**config.mk**
```make
export PLATFORM = sky130hd
export DESIGN_NAME = ntt_ctrl
export DESIGN_NICKNAME = d
export VERILOG_FILES = /design/src/rtl/ntt_ctrl.sv
export SDC_FILE = /design/constraint.sdc
export NUM_CORES = 1
export LEC_CHECK = 0
export CORE_ASPECT_RATIO = 0.75
export CORE_MARGIN = 1.5
export CORE_UTILIZATION = 45
export DETAILED_ROUTE_END_ITERATION = 16
export GPL_TIMING_DRIVEN = 0
export PLACE_DENSITY = 0.77
export SETUP_SLACK_MARGIN = 0.2
export SLEW_MARGIN = 40
export SYNTH_ARGS = -nofsm -noshare
export SYNTH_HDL_FRONTEND = slang
export SYNTH_SLANG_ARGS = --single-unit
```
**constraint.sdc**
```tcl
create_clock -name clk_i -period 11.6 [get_ports clk_i]
set_input_delay 3.48 -clock clk_i [delete_from_list [all_inputs] [get_ports clk_i]]
set_output_delay 3.48 -clock clk_i [all_outputs]
set_load 0.02 [all_outputs]
```
**src/rtl/ntt_ctrl.sv**
```systemverilog
// Issue/drain sequencer for the 256-point Kyber forward NTT: two butterflies per issue
// cycle, one twiddle address per ROM port, write-back addresses delayed by BFU_LAT+1.

module ntt_ctrl #(
    parameter int unsigned BFU_LAT = 3
) (
    input  logic       clk_i,
    input  logic       rst_ni,
    input  logic       start_i,
    input  logic       hold_i,
    output logic       busy_o,
    output logic       done_o,
    output logic [2:0] layer_o,
    output logic       rd_valid_o,
    output logic [7:0] rd_a0_o,
    output logic [7:0] rd_b0_o,
    output logic [7:0] rd_a1_o,
    output logic [7:0] rd_b1_o,
    output logic [7:0] tw_addr1_o,
    output logic [7:0] tw_addr2_o,
    output logic       wr_valid_o,
    output logic [7:0] wr_a0_o,
    output logic [7:0] wr_b0_o,
    output logic [7:0] wr_a1_o,
    output logic [7:0] wr_b1_o
);

    localparam int unsigned Stages    = BFU_LAT + 1;
    localparam logic [3:0]  DrainLast = 4'(BFU_LAT);

    typedef enum logic [1:0] {StIdle, StIssue, StDrain, StDone} state_e;

    typedef struct packed {
        logic       valid;
        logic [7:0] a0;
        logic [7:0] b0;
        logic [7:0] a1;
        logic [7:0] b1;
    } rd_t;

    function automatic logic [7:0] group_of(input logic [7:0] b, input logic [2:0] l);
        return b >> (3'd7 - l);
    endfunction

    // j = group * 2 * len + (b mod len), with 2 * len == 1 << (8 - layer)
    function automatic logic [7:0] j_of(input logic [7:0] b, input logic [2:0] l);
        logic [7:0] len;
        len = 8'd128 >> l;
        return (group_of(b, l) << (4'd8 - {1'b0, l})) | (b & (len - 8'd1));
    endfunction

    function automatic logic [7:0] tw_of(input logic [7:0] b, input logic [2:0] l);
        return (8'd1 << l) + group_of(b, l);
    endfunction

    state_e     state_q, state_d;
    logic [2:0] layer_q, layer_d;
    logic [5:0] cnt_q, cnt_d;
    logic [3:0] drain_q, drain_d;
    logic       busy_q, busy_d;
    logic       done_q, done_d;
    rd_t        rd_q, rd_d;
    logic [7:0] tw1_q, tw1_d;
    logic [7:0] tw2_q, tw2_d;
    rd_t        pipe_q [Stages];

    logic       emit;
    logic [7:0] bidx0, bidx1, j0, j1, len_cur;

    assign bidx0   = {2'b00, cnt_q};
    assign bidx1   = {2'b01, cnt_q};
    assign j0      = j_of(bidx0, layer_q);
    assign j1      = j_of(bidx1, layer_q);
    assign len_cur = 8'd128 >> layer_q;

    always_comb begin
        state_d   = state_q;
        layer_d   = layer_q;
        cnt_d     = cnt_q;
        drain_d   = drain_q;
        done_d    = 1'b0;
        rd_d      = rd_q;
        rd_d.valid = 1'b0;
        tw1_d     = tw1_q;
        tw2_d     = tw2_q;
        emit      = 1'b0;

        unique case (state_q)
            StIdle: begin
                // done_q still high means the DONE pulse is on the outputs; start not yet legal
                if (start_i && !done_q) begin
                    emit    = 1'b1;
                    state_d = StIssue;
                end
            end
            StIssue: begin
                if (!hold_i) begin
                    emit = 1'b1;
                    if (cnt_q == 6'd63) begin
                        state_d = StDrain;
                        drain_d = 4'd0;
                    end
                end
            end
            StDrain: begin
                if (drain_q == DrainLast) begin
                    if (layer_q == 3'd6) begin
                        state_d = StDone;
                    end else begin
                        state_d = StIssue;
                        layer_d = layer_q + 3'd1;
                    end
                end else begin
                    drain_d = drain_q + 4'd1;
                end
            end
            StDone: begin
                done_d  = 1'b1;
                state_d = StIdle;
                layer_d = 3'd0;
            end
            default: state_d = StIdle;
        endcase

        if (emit) begin
            cnt_d      = cnt_q + 6'd1;
            rd_d.valid = 1'b1;
            rd_d.a0    = j0;
            rd_d.b0    = j0 + len_cur;
            rd_d.a1    = j1;
            rd_d.b1    = j1 + len_cur;
            tw1_d      = tw_of(bidx0, layer_q);
            tw2_d      = tw_of(bidx1, layer_q);
        end

        busy_d = emit || (state_q == StIssue) || (state_q == StDrain);
    end

    always_ff @(posedge clk_i or negedge rst_ni) begin
        if (!rst_ni) begin
            state_q <= StIdle;
            layer_q <= 3'd0;
            cnt_q   <= 6'd0;
            drain_q <= 4'd0;
            busy_q  <= 1'b0;
            done_q  <= 1'b0;
            rd_q    <= '0;
            tw1_q   <= 8'd0;
            tw2_q   <= 8'd0;
        end else begin
            state_q <= state_d;
            layer_q <= layer_d;
            cnt_q   <= cnt_d;
            drain_q <= drain_d;
            busy_q  <= busy_d;
            done_q  <= done_d;
            rd_q    <= rd_d;
            tw1_q   <= tw1_d;
            tw2_q   <= tw2_d;
        end
    end

    // Write-back delay line shifts every cycle, independent of hold.
    always_ff @(posedge clk_i or negedge rst_ni) begin
        if (!rst_ni) begin
            for (int i = 0; i < int'(Stages); i++) begin
                pipe_q[i] <= '0;
            end
        end else begin
            pipe_q[0] <= rd_q;
            for (int i = 1; i < int'(Stages); i++) begin
                pipe_q[i] <= pipe_q[i-1];
            end
        end
    end

    assign busy_o     = busy_q;
    assign done_o     = done_q;
    assign layer_o    = layer_q;
    assign rd_valid_o = rd_q.valid;
    assign rd_a0_o    = rd_q.a0;
    assign rd_b0_o    = rd_q.b0;
    assign rd_a1_o    = rd_q.a1;
    assign rd_b1_o    = rd_q.b1;
    assign tw_addr1_o = tw1_q;
    assign tw_addr2_o = tw2_q;
    assign wr_valid_o = pipe_q[Stages-1].valid;
    assign wr_a0_o    = pipe_q[Stages-1].a0;
    assign wr_b0_o    = pipe_q[Stages-1].b0;
    assign wr_a1_o    = pipe_q[Stages-1].a1;
    assign wr_b1_o    = pipe_q[Stages-1].b1;

endmodule

```
==> reports/results.ini <==
[outcome]
outcome=finished clean

[synthesis]
async_flop_share=1.00
syn_area_mm2=0.00847
ys_ff_latch=198
synth_most_common_cell=dfrtp_1
synth_top_family_by_area=compound AO/OA/AOI/OAI gates
synth_cell_types=70
syn_nets=786
synth_compound_gate_area_share=0.125
synth_edf_count=0
yosysSeqAreaShare=0.585
synth.top_cell.area_share=0.585
synthAdderAreaFrac=0.0635
synth.area.mux_share=0.0180
synthXorXnorAreaFrac=0.0337
synth_top_cell_by_area=dfrtp_1
synth_area_per_cell_um2=11.4
yosys-top-cells-count=198 x dfrtp_1, 85 x nand2_1, 37 x nor2_1, 36 x o21ai_0, 35 x ha_1
synth.area.top_cells=dfrtp_1 59%, ha_1 5.2%, nand2_1 3.8%
synth_ff_type=dfrtp_1
yosys_warnings=0
yosys.area_share.simple=0.117
synth_cells=743

[floorplanning]
core_mm2=0.0185
fp.dieArea_mm2=0.0197
rows=43
die_x_um=161
initial_core_util=0.459
fp.dieH_um=122
ios=91

[drt]
first_pass_iters=8
drc=0
first_iter_violations=506
ant_nets=0
vias=5925
viasPerCell=5.32
routed_wl_um=20100
drt-wirelength-per-cell_um=18.1

[cts]
clkLatencyLatePin_ps=450
post_cts.repair.setup_buffers=0
cts.sinks=198
clk_pin_slew_ps=80
cts.path.max_buffers=2
postCtsResizedCells=0
root_buffer=clkbuf_16
numCtsBuffers=17
htreeDepth=4
hold_buffers=0
cts_tree=yes

[timing]
drv_slew=0
finClkSkew_ps=17.1
setup_viol=0
tightestPinTransition_ps=646
slew_headroom=0.569
fin_crit_sh=0.496
fin_crit_ps=5750
hold_ws_ps=339
worst_slack_ps=5850
hold_viol=0
fmaxAchievable_mhz=174
rsz0062_at_grt=false

[power_and_ir_drop]
internal_power_w=0.00158
seq_power_share=0.443
ir_worst_vdd_mv=0.143
comb_power_share=0.312
swShare=0.343
power_w=0.00240
p_leak_nw=4.75
power.switching_w=0.000824
p_per_area_mw_per_mm2=233
power_frac_clock=0.246

[cells_and_area]
layout.area.seq_mm2=0.00495
fillers=1576
nets=897
stdcell_count=1114
stdcell_area_mm2=0.0103
syn2layout_area_growth_pct=22.0
multi_input_area_mm2=0.00302
drive_gt1_frac=0.110
diodes=0

[critical_path]
critical_path.startpoint=start_i
worstReg2RegEnd=rd_b1_o[7]
arrival_ps=6120
start_kind=input pin
end_kind=flip-flop
crit_end=rd_b1_o[3]
r2r_start=layer_o[1]
r2r_slack_ps=6010
cp_max_fo=10
r2r_cells=17
worstSetupPathType=in -> reg
required_ps=11960

[placement]
dp.cells=1082
place_congestion=0.910
dp_slack_ps=5440
dpl-instance-area_mm2=0.00974
dp_hpwl_um=14500
portBuffers=90

[global_route]
grt_first_pass_wirelength_um=31600
antenna_found_initial=0
grt_pass1_vias=5729
grt_start_max_net_pins=81
grt_use_total=0.215
grt.overflow.total=0

[run]
max_cap_violations=0

[hold_path]
hp-class=reg -> reg

placed cells by master (no fill, tap or decap), types with 11 or more instances in the layout:
cell type,instances
nor2b_1,11
buf_4,32
nand2_1,85
clkbuf_1,22
dfrtp_1,198
a21o_1,14
nand2b_1,11
buf_2,11
xor2_1,12
clkbuf_16,17
inv_1,23
o21ai_0,36
a21oi_1,30
clkdlybuf4s50_1,89
o211ai_1,14
ha_1,35
nor2_1,37
xnor2_1,18
nand3_1,12
final cells by class:
class,instances,share of cell area
Tap cell,247,0.0299
Multi-Input combinational cell,451,0.292
Timing Repair Buffer,92,0.0930
Clock buffer,19,0.0429
Sequential cell,198,0.479
Buffer,70,0.0391
Inverter,24,0.00872
Clock inverter,13,0.0148
routing by layer:
layer,part of all wire,track usage
met1,0.47,0.304
met3,0.063,0.0470
met4,0.012,0.0706
met5,0,0
met2,0.45,0.331
critical path: stages:
cell and delay, ps:
clkdlybuf4s50_1 420, nor3b_1 140, a21oi_1 130, or2_2 190, clkbuf_1 480, clkbuf_1 520, clkbuf_1 520, nand2_1 150
o31ai_1 90
metrics by stage:
step,TNS (ps),util
2_1_floorplan,0,-
3_3_place_gp,-149660,0.524
3_5_place_dp,0,0.528
4_1_cts,0,0.560
5_1_grt,0,0.560
6_report,0,0.560
power by group through the flow:
stage | sequential (W) | clock (W) | combinational (W)
after floorplan | 0.00110 | 0 | 0.000364
after global placement | 0.00106 | 0 | 0.000735
after detailed placement | 0.00108 | 0 | 0.000748
after CTS | 0.00107 | 0.000605 | 0.000752
after global routing | 0.00109 | 0.000631 | 0.000803
final | 0.00106 | 0.000590 | 0.000749
flip-flops by register name, indices dropped and copies added (netlist names), 6 cells and up:
signal / cells
pipe_q: 99
rd_a0_o: 8
rd_a1_o: 8
rd_b0_o: 8
rd_b1_o: 8
tw_addr1_o: 8
tw_addr2_o: 8
wr_a0_o: 8
wr_a1_o: 8
wr_b0_o: 8
wr_b1_o: 8
cnt_q: 6
how the worst min path moves through the flow:
| stage | startpoint | to | slack, ps | cells after the start |
|---|---|---|---|---|
| detailed placement | pipe_q[79] | pipe_q[46] | 330 | 0 |
| CTS | pipe_q[113] | pipe_q[80] | 350 | 0 |
| global placement | pipe_q[75] | pipe_q[42] | 330 | 0 |
| floorplan | pipe_q[66] | pipe_q[33] | 330 | 0 |
| finish | pipe_q[104] | pipe_q[71] | 340 | 0 |
| global route | pipe_q[113] | pipe_q[80] | 350 | 0 |
cells by family after synthesis:
group                      Yosys count
AOI/OAI and AO/OA                  158
adders and majority gates           41
and+or+nand+nor                    207
DFF                                198
muxes                               14
xor gates and xnor gates            31
buffers and inverters               94
Note: power is estimated with default switching activity, not from simulation.
